===== config.mk =====
export PLATFORM = sky130hd
export DESIGN_NAME = nibble_serial_adder_ctrl
export DESIGN_NICKNAME = d
export VERILOG_FILES = /design/src/rtl/nibble_serial_adder_ctrl.sv
export SDC_FILE = /design/constraint.sdc
export NUM_CORES = 1
export LEC_CHECK = 0
export BUFFER_PORTS_ARGS = -buffer_cell sky130_fd_sc_hd__buf_2
export CELL_PAD_IN_SITES_DETAIL_PLACEMENT = 1
export CELL_PAD_IN_SITES_GLOBAL_PLACEMENT = 2
export CORE_ASPECT_RATIO = 0.9
export CORE_MARGIN = 4
export CORE_UTILIZATION = 32
export DETAILED_ROUTE_END_ITERATION = 16
export GPL_ROUTABILITY_DRIVEN = 0
export PLACE_DENSITY_LB_ADDON = 0.05
export SYNTH_ARGS = -nofsm -noshare
export SYNTH_HDL_FRONTEND = slang
export SYNTH_SLANG_ARGS = --single-unit

===== constraint.sdc =====
create_clock -name clock -period 3.6 [get_ports clock]
set_input_delay 1.08 -clock clock [delete_from_list [all_inputs] [get_ports clock]]
set_output_delay 1.08 -clock clock [all_outputs]
set_load 0.05 [all_outputs]

===== src/rtl/nibble_serial_adder_ctrl.sv =====
// Serial WIDTH-bit adder: one shared 4-bit ripple slice processes a nibble per clock, LSB first.
// Optional signed-overflow flag is built when OVERFLOW_DETECT_EN is defined.
module nibble_serial_adder_ctrl #(
    parameter  int WIDTH = 16,
    localparam int NIB   = WIDTH / 4,
    localparam int IDXW  = (NIB > 1) ? $clog2(NIB) : 1
) (
    input  logic             clock,
    input  logic             resetn,
    input  logic             start,
    input  logic [WIDTH-1:0] a,
    input  logic [WIDTH-1:0] b,
    input  logic             cin,
    output logic             busy,
    output logic             done,
    output logic [WIDTH-1:0] sum,
    output logic             cout,
    output logic [IDXW-1:0]  nibble_idx,
    output logic             ovf
);

    typedef enum logic [1:0] {IDLE, RUN, DONE} state_t;

    state_t           state_reg, state_next;
    logic [WIDTH-1:0] a_reg, b_reg, sum_reg;
    logic             carry_reg, cout_reg;
    logic [IDXW-1:0]  idx_reg;
    logic             accept, last_nib;
    logic [3:0]       a_nib, b_nib, slice_sum;
    logic [4:0]       slice_c;

    // Operand nibble mux feeding the shared slice.
    always_comb begin
        a_nib = '0;
        b_nib = '0;
        for (int k = 0; k < NIB; k++) begin
            if (idx_reg == IDXW'(k)) begin
                a_nib = a_reg[k*4 +: 4];
                b_nib = b_reg[k*4 +: 4];
            end
        end
    end

    assign slice_c[0] = carry_reg;

    generate
        for (genvar gi = 0; gi < 4; gi++) begin : g_fa
            assign slice_sum[gi]  = a_nib[gi] ^ b_nib[gi] ^ slice_c[gi];
            assign slice_c[gi+1]  = (a_nib[gi] & b_nib[gi]) | (slice_c[gi] & (a_nib[gi] ^ b_nib[gi]));
        end
    endgenerate

    assign last_nib = (idx_reg == IDXW'(NIB - 1));

    always_ff @(posedge clock or negedge resetn) begin
        if (!resetn) begin
            state_reg <= IDLE;
        end else begin
            state_reg <= state_next;
        end
    end

    // DONE behaves like IDLE towards start, giving back-to-back operation.
    always_comb begin
        state_next = state_reg;
        accept     = 1'b0;
        case (state_reg)
            IDLE: begin
                if (start) begin
                    accept     = 1'b1;
                    state_next = RUN;
                end
            end
            RUN: begin
                if (last_nib) begin
                    state_next = DONE;
                end
            end
            DONE: begin
                if (start) begin
                    accept     = 1'b1;
                    state_next = RUN;
                end else begin
                    state_next = IDLE;
                end
            end
            default: state_next = IDLE;
        endcase
    end

    always_ff @(posedge clock or negedge resetn) begin
        if (!resetn) begin
            a_reg     <= '0;
            b_reg     <= '0;
            sum_reg   <= '0;
            carry_reg <= 1'b0;
            cout_reg  <= 1'b0;
            idx_reg   <= '0;
        end else if (accept) begin
            a_reg     <= a;
            b_reg     <= b;
            carry_reg <= cin;
            sum_reg   <= '0;
            idx_reg   <= '0;
        end else if (state_reg == RUN) begin
            for (int k = 0; k < NIB; k++) begin
                if (idx_reg == IDXW'(k)) begin
                    sum_reg[k*4 +: 4] <= slice_sum;
                end
            end
            carry_reg <= slice_c[4];
            if (last_nib) begin
                cout_reg <= slice_c[4];
                idx_reg  <= '0;
            end else begin
                idx_reg  <= idx_reg + 1'b1;
            end
        end
    end

`ifdef OVERFLOW_DETECT_EN
    logic ovf_reg;

    // Two's-complement overflow: carry into the MSB differs from carry out of it.
    always_ff @(posedge clock or negedge resetn) begin
        if (!resetn) begin
            ovf_reg <= 1'b0;
        end else if (accept) begin
            ovf_reg <= 1'b0;
        end else if (state_reg == RUN && last_nib) begin
            ovf_reg <= slice_c[3] ^ slice_c[4];
        end
    end

    assign ovf = ovf_reg;
`else
    assign ovf = 1'b0;
`endif

    assign busy       = (state_reg == RUN);
    assign done       = (state_reg == DONE);
    assign sum        = sum_reg;
    assign cout       = cout_reg;
    assign nibble_idx = idx_reg;

endmodule

==> reports/summary.txt, run 1 <==
Place WS - 0.3111 ns
Non-Filler Instances - 435
Max FO, Critical Path - 7
outcome - finished, final reports clean
clock latency on the worst-skew pair - 0.30 ns
post-route ant nets - 0
CP endpoint kind - register
post-synth top area share - 0.5261
worst path arrival time - 3.51 ns
worst min path class - register to register
GRT Total Usage - 0.1533
# hold bufs at CTS - 0
clock sink count - 54
TritonCTS clock tree - done
Port Buffer Count - 56
sequential area share after synthesis - 0.5261
RSZ-0062 raised after global routing - false
Final Max Tran Viols - 0
worst slew pin tran - 0.6749 ns
Die Area - 9526 um^2
largest family of logic cells by synthesized area - simple AND/OR/NAND/NOR gates
setup ws final - 0.3137 ns
Rel. slew slack - 0.5496
Max Fclk - 304.3 MHz
synth warn - 0
WL/cell - 15.78 um
Yosys top cell by area - dfrtp_1
grt ovf - 0
Clk pin slew, worst setup/hold paths - 0.10 ns
via count - 2090
Starting Density - 0.3338
Tmin final - 3.286 ns
die height - 93.00 um
Clock H-tree levels - 2
Post-Syn Area - 2569 um^2
area grow syn2layout - 17.93%
CTS Root Cell - clkbuf_8
area share of and/or/nand/nor cells after synthesis - 0.2440
Detailed Route WL - 6.865 mm
io pins - 58
CP startpoint kind - register
cell count after placement - 427
Yosys cell types - 31
Crit path required time - 3.82 ns
post-synthesis mux area share - 0.01997
Adder-Cell Fraction of Synth Area - 0.05066
post-CTS setup repair buffer count - 0
Core ar. - 7695 um^2
post-synthesis compound-gate area fraction - 0.1081
std cell rows - 30
post-CTS sizing - 0
vias per inst - 4.805
synth top area cells - dfrtp_1 53%, nand2_1 17%, o211ai_1 4.1%
DRC - 0
starting DRC count in detailed routing - 41
Hold Vio Cnt, Final - 0
synthesized instance count - 285
post-DP HPWL - 5.274 mm
die span in x - 102.4 um
Setup violations, final - 0
layout cell share with drive strength beyond 1 - 0.2212
WS Path Type - register to register
TNS Setup - 0 ns
Total Power - 3.185 mW
Leak - 1.561 nW
largest net degree at the start of global routing - 26
nets - 382
syn nets - 329
First-pass DRT Iterations - 4
clk_skew - 0.007494 ns
initial antenna violation count - 0
first-pass GRT wire length - 11.30 mm
CTS Buffer Depth - 2
XOR/XNOR Fraction of Synth Area - 0
final period utilization - 0.9129
Avg Inst Size Synth - 9.013 um^2
post-synthesis register bit count - 54
Max Cap Viol - 0
Inserted Clock Buffers - 5
Max VDD drop - 0.3637 mV
# fillers - 917
diodes inserted - 0
vias in the first global route - 2133
Power Dens Cells - 1052 nW/um^2
## layout make-up
| type | count | area [um^2] | share of cell area |
|---|---|---|---|
| inverters | 11 | 41.29 | 0.01363 |
| clock inverters | 1 | 5.005 | 0.001652 |
| flip-flops and latches | 54 | 1351 | 0.4461 |
| clock buffers | 7 | 86.33 | 0.02850 |
| well taps | 96 | 120.1 | 0.03965 |
| repair buffers | 63 | 332.8 | 0.1099 |
| multi-input cells | 203 | 1092 | 0.3606 |
## cell usage in the layout (no fill, tap or decap), types with 6 or more instances in the layout
cell	Yosys	routed
nand3_1	13	13
buf_4	1	7
inv_1	9	9
o22ai_1	6	6
nand2b_1	7	7
buf_2	15	56
dfrtp_1	54	54
o211ai_1	14	14
clkbuf_8	0	6
nand2_1	118	118
## final timing paths
path / startpoint / to / slack [ns] / depth (start not counted)
worst min register to register: b_reg[10] / b_reg[10] / 0.49 / 2
worst max-delay path: nibble_idx[0] / sum[11] / 0.31 / 12
worst max register to register: nibble_idx[0] / sum[11] / 0.31 / 12
max in group asynchronous: resetn / nibble_idx[0] / 2.35 / 2
worst min-delay path: b_reg[10] / b_reg[10] / 0.49 / 2
min in group asynchronous: resetn / b_reg[2] / 0.66 / 1
## logic make-up (layout without fill, tap and decap cells)
kind of cell | after synthesis | count (layout)
compound gates | 39 | 39
fa+ha+maj | 8 | 8
buf+inv | 28 | 82
flops | 54 | 54
mux | 5 | 5
other cells | 1 | 1
simple gates | 150 | 150
## synthesized netlist by cell type
| cell | instances |
|---|---|
| nand2_1 | 118 |
| dfrtp_1 | 54 |
| buf_2 | 15 |
| o211ai_1 | 14 |
| nand3_1 | 13 |
| inv_1 | 9 |
| nand2b_1 | 7 |
| o22ai_1 | 6 |
| a22o_1 | 4 |
| fa_1 | 4 |
| ha_1 | 4 |
| mux2i_1 | 4 |
| a21oi_1 | 3 |
| a22oi_1 | 3 |
| a31oi_1 | 3 |
| nand3b_1 | 3 |
| inv_2 | 2 |
| nor2_1 | 2 |
| nor2_2 | 2 |
| nor2b_1 | 2 |
| o21ai_1 | 2 |
| o221ai_1 | 2 |
| a221oi_1 | 1 |
| and2b_1 | 1 |
| buf_4 | 1 |
| clkbuf_1 | 1 |
| conb_1 | 1 |
| mux2_1 | 1 |
| nor3_1 | 1 |
| nor3b_1 | 1 |
| o31ai_1 | 1 |
## power breakdown
part	internal (mW)	switching, mW	total [mW]
Clock	0.156	0.195	0.351
Combinational	0.587	1.19	1.77
Sequential	0.875	0.188	1.06
Total	1.62	1.57	3.19
## per-stage QoR
step	instance area, um^2	utilization	hold slack, ns
3_5_place_dp	2938	0.3818	0.4682
6_report	3029	0.3937	0.4883
5_1_grt	3029	0.3937	0.5096
4_1_cts	3029	0.3937	0.4922
3_3_place_gp	2938	0.3818	0.4655
2_1_floorplan	2569	-	0.4455
## critical path, cell delays in order, from the launching register on
cell      delay (ns)
dfrtp_1         0.44
ha_1            0.31
nand2b_1        0.29
o22ai_1         0.18
a31oi_1         0.08
fa_1            0.41
inv_1           0.08
fa_1            0.16
inv_1           0.06
fa_1            0.37
fa_1            0.50
nand2_1         0.13
o211ai_1        0.21
## metal layers
layer | global-route usage | share of wire | wire length (um) | up-vias
met5 | 0 | 0 | 0 | -
met4 | 0.02623 | 0.0044 | 30 | 0
met3 | 0.03281 | 0.037 | 253 | 2
met2 | 0.2290 | 0.44 | 3051 | 35
met1 | 0.2304 | 0.51 | 3530 | 1015
li1 | - | - | - | 1038
(Power assumes the default switching activity.)
==> run 2: changes to the inputs <==
--- a/config.mk
+++ b/config.mk
@@ -6,11 +6,9 @@
 export NUM_CORES = 1
 export LEC_CHECK = 0
 export BUFFER_PORTS_ARGS = -buffer_cell sky130_fd_sc_hd__buf_2
-export CELL_PAD_IN_SITES_DETAIL_PLACEMENT = 1
-export CELL_PAD_IN_SITES_GLOBAL_PLACEMENT = 2
 export CORE_ASPECT_RATIO = 0.9
 export CORE_MARGIN = 4
-export CORE_UTILIZATION = 32
+export CORE_UTILIZATION = 37
 export DETAILED_ROUTE_END_ITERATION = 16
 export GPL_ROUTABILITY_DRIVEN = 0
 export PLACE_DENSITY_LB_ADDON = 0.05
==> reports/summary.txt, run 2 (synthesis gave the netlist of run 1 again) <==
DRC - 0
GRT Total Usage - 0.1665
CP endpoint kind - register
TNS Setup - 0 ns
first-pass GRT wire length - 10.55 mm
WL/cell - 14.76 um
Max Cap Viol - 0
outcome - finished, final reports clean
Clock H-tree levels - 2
vias in the first global route - 2052
post-route ant nets - 0
Hold Vio Cnt, Final - 0
worst slew pin tran - 0.7003 ns
die height - 87.05 um
First-pass DRT Iterations - 4
Tmin final - 3.226 ns
Top delay family on crit path - adder cells
Final Core Density - 0.4517
worst min path class - register to register
most common cell after layout, fill and taps aside - nand2_1
Power Dens Cells - 1023 nW/um^2
Max Fclk - 310.0 MHz
Starting Density - 0.3859
initial antenna violation count - 0
Placed Area - 2928 um^2
most frequent CP cell - fa_1
clk_skew - 0.008841 ns
vias per inst - 4.871
clock latency on the worst-skew pair - 0.31 ns
grt ovf - 0
area grow syn2layout - 17.05%
Leak - 1.551 nW
Final Max Tran Viols - 0
Inserted Clock Buffers - 5
clock sink count - 54
Crit path depth - 12
Crit path largest cell delay - 0.49 ns
nets - 380
io pins - 58
via count - 2075
CP startpoint kind - register
worst path arrival time - 3.45 ns
layout cell share with drive strength beyond 1 - 0.2173
CTS Root Cell - clkbuf_8
RSZ-0062 raised after global routing - false
TritonCTS clock tree - done
Port Buffer Count - 56
CP Cell Sequence - ha_1, nand2b_1, o22ai_1, a31oi_1, fa_1, inv_1, fa_1, inv_1, fa_1, fa_1, nand2_1, o211ai_1
Fin Hold WS - 0.4891 ns
post-CTS setup repair buffer count - 0
Max VDD drop - 0.3593 mV
# hold bufs at CTS - 0
Core ar. - 6656 um^2
CP max stage cell - fa_1
die span in x - 95.83 um
setup ws final - 0.3743 ns
post-DP HPWL - 4.576 mm
Max FO, Critical Path - 7
Die Area - 8342 um^2
Buf/Inv on CP - 2
final period utilization - 0.8960
cell area after layout - 3007 um^2
most frequent cells in the layout - 118 x nand2_1, 56 x buf_2, 54 x dfrtp_1
hold path depth - 2
Setup violations, final - 0
std cell rows - 28
Detailed Route WL - 6.286 mm
Place WS - 0.3810 ns
Crit path required time - 3.83 ns
FF-to-FF path depth - 12
Clk pin slew, worst setup/hold paths - 0.09 ns
largest net degree at the start of global routing - 55
Rel. slew slack - 0.5310
post-CTS sizing - 0
WS Path Type - register to register
CTS Buffer Depth - 2
diodes inserted - 0
starting DRC count in detailed routing - 103
# fillers - 709
[run 2: cell count changes in the layout (fill, tap and decap cells not counted), sizes merged]
cell,delta
clkinv,+1
buf,-2
clkbuf,-2
[run 2: path summary, 6_finish.rpt]
| path | endpoint | startpoint | slack [ns] |
|---|---|---|---|
| worst max-delay path | sum[7] | nibble_idx[0] | 0.37 |
| worst min-delay path | b_reg[14] | b_reg[14] | 0.49 |
| worst max register to register | sum[7] | nibble_idx[0] | 0.37 |
| worst min register to register | b_reg[14] | b_reg[14] | 0.49 |
| max in group asynchronous | state_reg[0] | resetn | 2.60 |
| min in group asynchronous | a_reg[8] | resetn | 0.74 |
[run 2: worst min-delay path, stage by stage (launching register included)]
cell,delay (ns)
dfrtp_1,0.36
nand2_1,0.05
nand2_1,0.05
[run 2: through the flow]
stage | total power [mW] | instances
floorplan | 2.317 | 285
global placement | 2.773 | 419
detailed placement | 2.789 | 419
CTS | 3.120 | 426
global route | 3.383 | 426
finish | 3.077 | 426
[run 2: power by group]
group / internal [mW] / switching, mW / total (mW)
sequential: 0.875 / 0.184 / 1.06
combinational: 0.565 / 1.12 / 1.69
clock: 0.131 / 0.197 / 0.328
total: 1.57 / 1.51 / 3.08
[run 2: final cells by class]
cell class                      instances  area, um^2  area share
Clock buffer                            5       68.82     0.02289
Timing Repair Buffer                   61       330.3      0.1099
Tap cell                               90       112.6     0.03745
Clock inverter                          2       10.01    0.003329
Inverter                               11       41.29     0.01373
Multi-Input combinational cell        203        1092      0.3633
Sequential cell                        54        1351      0.4494
[run 2: per-layer routing]
| layer | routed length, um | part of all wire | global-route usage | vias to the layer above |
|---|---|---|---|---|
| met4 | 63 | 0.010 | 0.04651 | 0 |
| li1 | - | - | - | 1035 |
| met2 | 2612 | 0.42 | 0.2374 | 48 |
| met5 | 0 | 0 | 0 | - |
| met1 | 3228 | 0.51 | 0.2515 | 987 |
| met3 | 382 | 0.061 | 0.03976 | 5 |
